--- config.mk ---
export PLATFORM = sky130hd
export DESIGN_NAME = trap_ctrl
export DESIGN_NICKNAME = d
export VERILOG_FILES = /design/src/rtl/trap_ctrl_pkg.sv /design/src/rtl/trap_irq_prio.sv /design/src/rtl/trap_ctrl.sv
export SDC_FILE = /design/constraint.sdc
export NUM_CORES = 1
export LEC_CHECK = 0
export ABC_AREA = 1
export CORE_AREA = 2 2 110 112
export DETAILED_ROUTE_END_ITERATION = 8
export DIE_AREA = 0 0 112 114
export DONT_BUFFER_PORTS = 1
export PLACE_DENSITY = 0.52
export SETUP_SLACK_MARGIN = 0.1
export SYNTH_ARGS = -nofsm -noshare
export SYNTH_HDL_FRONTEND = slang
export SYNTH_SLANG_ARGS = --single-unit
--- constraint.sdc ---
create_clock -name clk -period 2 [get_ports clk]
set_input_delay 0.4 -clock clk [delete_from_list [all_inputs] [get_ports clk]]
set_output_delay 0.4 -clock clk [all_outputs]
set_load 0.01 [all_outputs]
--- src/rtl/trap_ctrl_pkg.sv ---
// Shared encodings for the machine-mode trap sequencer: instruction patterns,
// CSR addresses, trap causes and sequencer states.
package trap_ctrl_pkg;

   localparam logic [31:0] INST_ECALL  = 32'h0000_0073;
   localparam logic [31:0] INST_EBREAK = 32'h0010_0073;
   localparam logic [31:0] INST_MRET   = 32'h3020_0073;

   localparam logic [11:0] CSR_MEPC    = 12'h341;
   localparam logic [11:0] CSR_MCAUSE  = 12'h342;
   localparam logic [11:0] CSR_MSTATUS = 12'h300;

   localparam logic [31:0] CAUSE_ECALL    = 32'd11;
   localparam logic [31:0] CAUSE_EBREAK   = 32'd3;
   localparam logic [31:0] CAUSE_TIMER    = 32'h8000_0007;
   localparam logic [31:0] CAUSE_EXT_BASE = 32'h8000_0010;

   localparam logic HoldEnable = 1'b1;

   typedef enum logic [2:0] {
      IDLE,
      W_MEPC,
      W_MCAUSE,
      W_MSTATUS,
      W_MSTATUS_MRET,
      ASSERT
   } trap_state_e;

endpackage

--- src/rtl/trap_irq_prio.sv ---
// Lowest-set-bit priority encoder turning the interrupt request lines into
// an mcause value (bit0 is the timer and maps to the standard timer cause).
module trap_irq_prio
   import trap_ctrl_pkg::*;
#(
   parameter int IRQ_W  = 8,
   parameter int ADDR_W = 32
) (
   input  logic [IRQ_W-1:0]  int_flag_i,
   output logic [ADDR_W-1:0] cause_o
);

   localparam int IDX_W = (IRQ_W > 1) ? $clog2(IRQ_W) : 1;

   logic [IDX_W-1:0] idx;

   // Scanning downward lets the lowest set bit overwrite any higher one.
   always_comb begin
      idx = '0;
      for (int i = IRQ_W - 1; i >= 0; i--) begin
         if (int_flag_i[i]) idx = IDX_W'(i);
      end
   end

   assign cause_o = int_flag_i[0] ? ADDR_W'(CAUSE_TIMER)
                                  : ADDR_W'(CAUSE_EXT_BASE) + ADDR_W'(idx);

endmodule

--- src/rtl/trap_ctrl.sv ---
// Machine-mode trap sequencer: holds the pipeline, writes mepc/mcause/mstatus,
// then pulses a redirect. Define TRAP_VECTORED_EN for vectored interrupt targets.
module trap_ctrl
   import trap_ctrl_pkg::*;
#(
   parameter int IRQ_W  = 8,
   parameter int ADDR_W = 32
) (
   input  logic              clk,
   input  logic              rst,
   input  logic [31:0]       inst_i,
   input  logic [ADDR_W-1:0] inst_addr_i,
   input  logic              jump_flag_i,
   input  logic [ADDR_W-1:0] jump_addr_i,
   input  logic              div_started_i,
   input  logic [IRQ_W-1:0]  int_flag_i,
   input  logic              global_int_en_i,
   input  logic [ADDR_W-1:0] csr_mtvec_i,
   input  logic [ADDR_W-1:0] csr_mepc_i,
   input  logic [ADDR_W-1:0] csr_mstatus_i,
   output logic              hold_flag_o,
   output logic              we_o,
   output logic [11:0]       waddr_o,
   output logic [ADDR_W-1:0] data_o,
   output logic              int_assert_o,
   output logic [ADDR_W-1:0] int_addr_o
);

   trap_state_e       state_q, state_d;
   logic [ADDR_W-1:0] cause_q, cause_d;
   logic [ADDR_W-1:0] ret_q, ret_d;
   logic [ADDR_W-1:0] int_addr_q, int_addr_d;
   logic [ADDR_W-1:0] irq_cause;
   logic [ADDR_W-1:0] trap_target;
   logic              irq_pend;

   function automatic logic [ADDR_W-1:0] trap_mstatus(input logic [ADDR_W-1:0] ms);
      logic [ADDR_W-1:0] r;
      r    = ms;
      r[7] = ms[3];
      r[3] = 1'b0;
      return r;
   endfunction

   function automatic logic [ADDR_W-1:0] mret_mstatus(input logic [ADDR_W-1:0] ms);
      logic [ADDR_W-1:0] r;
      r    = ms;
      r[3] = ms[7];
      r[7] = 1'b1;
      return r;
   endfunction

   trap_irq_prio #(
      .IRQ_W  (IRQ_W),
      .ADDR_W (ADDR_W)
   ) u_prio (
      .int_flag_i (int_flag_i),
      .cause_o    (irq_cause)
   );

   assign irq_pend = (|int_flag_i) && global_int_en_i && !div_started_i;

   // Interrupt causes carry the MSB, so the latched cause also tells ASYNC from SYNC.
`ifdef TRAP_VECTORED_EN
   assign trap_target = (cause_q[ADDR_W-1] && (csr_mtvec_i[1:0] == 2'b01))
                      ? (csr_mtvec_i & ~ADDR_W'(3)) + ADDR_W'({cause_q[4:0], 2'b00})
                      : (csr_mtvec_i & ~ADDR_W'(3));
`else
   assign trap_target = csr_mtvec_i & ~ADDR_W'(3);
`endif

   always_comb begin
      state_d      = state_q;
      cause_d      = cause_q;
      ret_d        = ret_q;
      int_addr_d   = int_addr_q;
      hold_flag_o  = 1'b0;
      we_o         = 1'b0;
      waddr_o      = '0;
      data_o       = '0;
      int_assert_o = 1'b0;
      unique case (state_q)
         IDLE: begin
            if (inst_i == INST_ECALL) begin
               state_d     = W_MEPC;
               cause_d     = ADDR_W'(CAUSE_ECALL);
               ret_d       = inst_addr_i;
               hold_flag_o = HoldEnable;
            end else if (inst_i == INST_EBREAK) begin
               state_d     = W_MEPC;
               cause_d     = ADDR_W'(CAUSE_EBREAK);
               ret_d       = inst_addr_i;
               hold_flag_o = HoldEnable;
            end else if (irq_pend) begin
               state_d     = W_MEPC;
               cause_d     = irq_cause;
               ret_d       = jump_flag_i ? jump_addr_i : inst_addr_i;
               hold_flag_o = HoldEnable;
            end else if (inst_i == INST_MRET) begin
               state_d     = W_MSTATUS_MRET;
               hold_flag_o = HoldEnable;
            end
         end
         W_MEPC: begin
            hold_flag_o = HoldEnable;
            we_o        = 1'b1;
            waddr_o     = CSR_MEPC;
            data_o      = ret_q;
            state_d     = W_MCAUSE;
         end
         W_MCAUSE: begin
            hold_flag_o = HoldEnable;
            we_o        = 1'b1;
            waddr_o     = CSR_MCAUSE;
            data_o      = cause_q;
            state_d     = W_MSTATUS;
         end
         W_MSTATUS: begin
            hold_flag_o = HoldEnable;
            we_o        = 1'b1;
            waddr_o     = CSR_MSTATUS;
            data_o      = trap_mstatus(csr_mstatus_i);
            int_addr_d  = trap_target;
            state_d     = ASSERT;
         end
         W_MSTATUS_MRET: begin
            hold_flag_o = HoldEnable;
            we_o        = 1'b1;
            waddr_o     = CSR_MSTATUS;
            data_o      = mret_mstatus(csr_mstatus_i);
            int_addr_d  = csr_mepc_i;
            state_d     = ASSERT;
         end
         ASSERT: begin
            hold_flag_o  = HoldEnable;
            int_assert_o = 1'b1;
            state_d      = IDLE;
         end
         default: state_d = IDLE;
      endcase
   end

   assign int_addr_o = int_addr_q;

   always_ff @(posedge clk or negedge rst) begin
      if (!rst) begin
         state_q    <= IDLE;
         cause_q    <= '0;
         ret_q      <= '0;
         int_addr_q <= '0;
      end else begin
         state_q    <= state_d;
         cause_q    <= cause_d;
         ret_q      <= ret_d;
         int_addr_q <= int_addr_d;
      end
   end

endmodule

==> results of run 1 <==
worst max path at each step:
stage,depth (start not counted),end,from,slack (ps)
after floorplan,4,data_o[0],state_q[1],190
after global placement,5,hold_flag_o,state_q[2],200
after detailed placement,9,hold_flag_o,inst_i[17],190
after CTS,5,data_o[14],state_q[0],10
after global routing,7,data_o[31],state_q[0],-50
final,5,data_o[24],state_q[0],-10
repair_timing:
action,in CTS,in global routing
gates resized for setup,48,26
setup endpoints to repair,37,47
hold endpoints to repair,73,73
buffers inserted,7,4
cloned,2,0
pin swaps,5,3
worst max-delay path, stage by stage, from the launching register on:
cell and delay, ps:
dfrtp_2 450, inv_2 70, nor3_4 220, buf_12 150
buf_12 170, a22o_1 210
cell usage in the layout (no fill, tap or decap), types with 3 or more instances in the layout:
cell type | netlist | routed
nand2_1 | 210 | 203
inv_1 | 78 | 72
dfrtp_1 | 73 | 70
nor2_1 | 52 | 50
nand3_1 | 41 | 39
nand3b_1 | 32 | 32
a31oi_1 | 31 | 30
buf_4 | 15 | 22
a22o_4 | 0 | 19
clkbuf_16 | 0 | 9
a22o_1 | 27 | 8
conb_1 | 1 | 7
buf_12 | 0 | 7
nand2_2 | 1 | 6
o21ai_2 | 1 | 5
o21ai_0 | 10 | 5
inv_2 | 0 | 4
a22oi_2 | 0 | 4
o21ai_1 | 3 | 4
a21oi_1 | 4 | 3
dfrtp_2 | 0 | 3
routing by layer:
layer / GRT usage [%] / vias to the layer above / wire [um]
li1: - / 2013 / -
met1: 24.9 / 1918 / 5480
met2: 34.6 / 173 / 6640
met3: 4.41 / 17 / 1010
met4: 6.67 / 0 / 202
met5: 0 / - / 0
power breakdown:
part	total [mW]	internal (mW)	leakage, nW	switching (mW)
clock network	1.77	1.16	0.162	0.614
registers	2.93	2.21	0.860	0.724
logic	3.94	1.74	1.73	2.20
cell type report:
| cell class | instances | share of cell area, % |
|---|---|---|
| clock buffer | 11 | 4.60 |
| clock inverter | 5 | 1.41 |
| inverter | 79 | 5.49 |
| multi-input combinational | 437 | 45.0 |
| sequential | 73 | 33.3 |
| tap | 147 | 3.35 |
| timing repair buffer | 33 | 6.83 |
cells by family after synthesis:
kind of cell,share of synthesized area [%]
AOI/OAI and AO/OA,12.8
adders and majority gates,0.554
buffers and inverters,12.6
DFF,40.4
other,0.0830
and+or+nand+nor,33.5
metrics by stage:
step           total power, mW  setup TNS [ps]  worst slack, ps  hold slack (ps)  cell area [um^2]
4_1_cts                   8.38               0             10.7             -252              5310
2_1_floorplan             5.06               0              187              104              4540
5_1_grt                   9.25            -590            -54.6             -256              5490
3_3_place_gp              5.85               0              197              106              4680
3_5_place_dp              5.93               0              187              105              4680
6_report                  8.64           -28.7            -10.0             -241              5490
flip-flops by register name, indices dropped and copies added, names as in the netlist:
register    count
state_q         3
ret_q          32
cause_q         6
int_addr_o     32
==> metrics.yaml, run 1 <==
cts-htree-levels: 3
num_vias: 4121
dpl.hpwl_um: 9390
vdd_drop_max_uv: 786
clock_sinks: 73
grt_pass1_wl_um: 20200
ff2ff_path_depth: 8
failed_checks: "negative hold slack, negative setup slack"
multi_input_area_um2: 2470
fin_crit_ps: 2010
clockBufferDepth: 2
drive_gt1_share_pct: 17.1
cp.required_ps: 1600
drtIter0Drc: 143
antenna_found_initial: 0
hold_viol: 73
first_global_vias: 3912
power_density_nw_per_um2: 1570
fmax_mhz: 498
overflow: 0
critPathKind: "reg2out"
synthTopCellsByCount: "nand2_1, inv_1, dfrtp_1"
holdWs_ps: -241
synth_cell_types: 30
finalCritPeriodShare_pct: 101
fillers: 1207
slew_viol_final: 0
yosys_warnings: 0
finClkSkew_ps: 8.80
start_util_pct: 38.6
status: "finished, violations left"
die_h_um: 114
cts_tree: "done"
die_w_um: 112
grt_usage_pct: 20.0
ioPinCount: 284
grt_max_degree: 74
critPathLaunchType: "flop"
synth_seq_cells: 73
die-area_um2: 12800
coreArea_um2: 11700
wl_per_cell_um: 17.0
total_leakage_power_nw: 2.76
clk_latency_ps: 330
syn_area_um2: 4520
rows: 40
synth_largest_area_cell: "dfrtp_1"
hold_class: "in2async"
numCtsBuffers: 9
routabilityCongestion: 0.805
synth_edf_count: 0
reg2reg_to: "int_addr_o[25]"
via_per_inst: 5.25
setup_viol: 6
ant_nets: 0
stdcell_count: 785
ys_seq_area_share_pct: 40.4
dp_cells: 756
area.sequential_um2: 1830
syn_inst: 628
cp_max_fo: 18
worst_slack_ps: -10.0
synthFlopType: "dfrtp_1"
synth_area_leaders: "dfrtp_1, nand2_1, inv_1, nand3b_1, a22o_1"
rsz0062_at_grt: "true"
reg2reg_slack_ps: 240
utilization_pct: 46.9
drtPass1Iterations: 6
synth_most_common_cell: "nand2_1"
arrival_ps: 1610
port-buffer-count: 0
end_kind: "output pin"
clockRootBuffer: "clkbuf_16"
num_antenna_cells: 0
cts.clk_slew.worst_paths_ps: 60
drc: 0
avgSynthCellArea_um2: 7.19
synth_top_area_share_pct: 40.4
timing.rr.start: "state_q[1]"
finalNetCount: 840
routed_wl_um: 13300
area_delta_synth_final_pct: 21.6
drv_cap: 0
synthArstFlopShare_pct: 100
Note: power is estimated with default switching activity, not from simulation.
==> inputs of run 2 (changes only) <==
clock period = 1.9 ns   (was 2 ns; I/O delays follow)
==> metrics.yaml, run 2 (same netlist as run 1, synthesis figures left out) <==
fillers: 1160  # was 1,207
fmax_mhz: 506
routabilityCongestion: 0.828  # was 0.805
cp.required_ps: 1520  # was 1600 ps
power_density_nw_per_um2: 1640  # was 1570 nW/um^2
drive_gt1_share_pct: 17.5  # was 17.1%
finClkSkew_ps: 4.96  # was 8.80 ps
area_delta_synth_final_pct: 22.6  # was 21.6%
end_kind: "output pin"  # unchanged
cts-htree-levels: 3  # unchanged
vdd_drop_max_uv: 733  # was 786 uV
coreArea_um2: 11700  # unchanged
grtUsageMet3_pct: 4.46  # was 4.41%
p_total_mw: 9.11  # was 8.64 mW
utilization_pct: 47.3  # was 46.9%
die_h_um: 114  # unchanged
hold_viol: 73  # unchanged
first_global_vias: 3866  # was 3,912
use_met1_pct: 24.7  # was 24.9%
antenna_found_initial: 0  # unchanged
worst_slack_ps: -76.3  # was -10.0 ps
grt_max_degree: 74  # unchanged
ant_nets: 0  # unchanged
finalCritPeriodShare_pct: 104
grt_pass1_wl_um: 20100  # was 20,200 um
clockRootBuffer: "clkbuf_16"  # unchanged
num_vias: 4129  # was 4,121
die_w_um: 112  # unchanged
wl_per_cell_um: 16.7  # was 17.0 um
cts_tree: "done"  # unchanged
use_met2_pct: 35.4  # was 34.6%
reg2reg_slack_ps: 180  # was 240 ps
setup_viol: 33  # was 6
critPathKind: "reg2out"  # unchanged
timing.rr.start: "state_q[0]"  # was state_q[1]
arrival_ps: 1600  # was 1610 ps
start_util_pct: 38.6  # unchanged
slew_viol_final: 0  # unchanged
critPathSlowestCell: "dfrtp_2"  # unchanged
overflow: 0  # unchanged
die-area_um2: 12800  # unchanged
port-buffer-count: 0  # unchanged
drtPass1Iterations: 6  # unchanged
failed_checks: "negative hold slack, negative setup slack"  # unchanged
clock_sinks: 73  # unchanged
numCtsBuffers: 9  # unchanged
clockBufferDepth: 2  # unchanged
layout_commonest_cell: "nand2_1"  # unchanged
clk_latency_ps: 330  # about the same
status: "finished, violations left"  # unchanged
busiest_layer: "met2"  # unchanged
path_cells: "inv_2 -> ha_4 -> or2_4 -> a31oi_4 -> a21oi_4"  # was inv_2 -> nor3_4 -> buf_12 -> buf_12 -> a22o_1
rsz0062_at_grt: "true"  # unchanged
routed_wl_um: 13200  # was 13,300 um
critical-path-max-stage-delay_ps: 460  # was 450 ps
via_per_inst: 5.25  # about the same
drv_cap: 0  # unchanged
num_antenna_cells: 0  # unchanged
rows: 40  # unchanged
finalNetCount: 842  # was 840
total_leakage_power_nw: 2.78  # was 2.76 nW
grt_usage_pct: 20.1  # was 20.0%
ioPinCount: 284  # unchanged
hold_class: "in2async"  # unchanged
ff2ff_path_depth: 8  # unchanged
drtIter0Drc: 231  # was 143
holdWs_ps: -260  # was -241 ps
cts.clk_slew.worst_paths_ps: 60  # about the same
reg2reg_to: "int_addr_o[18]"  # was int_addr_o[25]
dpl.hpwl_um: 9340  # was 9390 um
critPathLaunchType: "flop"  # unchanged
cp_max_fo: 5  # was 18
mostFrequentLayoutCells: "nand2_1, inv_1, dfrtp_1"  # unchanged
fin_crit_ps: 1980
drc: 0  # unchanged
## run 2: cell count changes in the layout (fill, tap and decap cells not counted), sizes merged
cell / previous run / this run
buf: 32 / 34
bufinv: 2 / 1
clkbuf: 11 / 12
## run 2: how the worst max path moves through the flow
stage / from / endpoint / cells past startpoint
6_report: state_q[1] / hold_flag_o / 5
2_1_floorplan: state_q[1] / data_o[0] / 4
3_5_place_dp: state_q[1] / hold_flag_o / 5
3_3_place_gp: inst_i[17] / ret_q[29] / 12
5_1_grt: state_q[1] / data_o[7] / 6
4_1_cts: state_q[2] / hold_flag_o / 5
## run 2: per-layer routing
metal  routed length [um]  vias to the layer above
met5                    0                        -
met4                  145                        0
met3                  982                       13
met2                 6650                      199
met1                 5400                     1903
li1                     -                     2014
## run 2: timing repair
item	4_1_cts	5_1_grt
pin swaps	5	3
gates cloned	3	0
resized for setup	53	27
setup buffers	7	4
hold endpoints to repair	73	73
endpoints found under the setup margin	37	56
## run 2: cell type report
type	instances	area (um^2)	area share (%)
Tap cell	147	184	3.32
Clock inverter	4	51.3	0.926
Sequential cell	73	1830	33.0
Inverter	79	299	5.40
Clock buffer	12	256	4.63
Timing Repair Buffer	35	422	7.61
Multi-Input combinational cell	437	2500	45.1
## run 2: power by group
part / internal, mW / switching, mW / leakage, nW
clock: 1.09 / 0.638 / 0.149
sequential: 2.33 / 0.754 / 0.860
combinational: 1.94 / 2.36 / 1.77
## run 2: worst max-delay path, delay by kind of cell (launching register included)
family | cells | cell delay, ps
buffers and inverters | 1 | 130
flip-flops | 1 | 460
AND/OR/NAND/NOR | 1 | 230
adder cells (fa/ha/maj) | 1 | 210
AO/OA/AOI/OAI | 2 | 250
## run 2: through the flow
step	setup slack (ps)	instances	TNS [ps]	cell area [um^2]
3_5_place_dp	110	757	0	4670
4_1_cts	-66.2	783	-1600	5330
2_1_floorplan	107	634	0	4540
5_1_grt	-176	787	-4110	5540
6_report	-76.3	787	-1290	5540
3_3_place_gp	122	757	0	4670
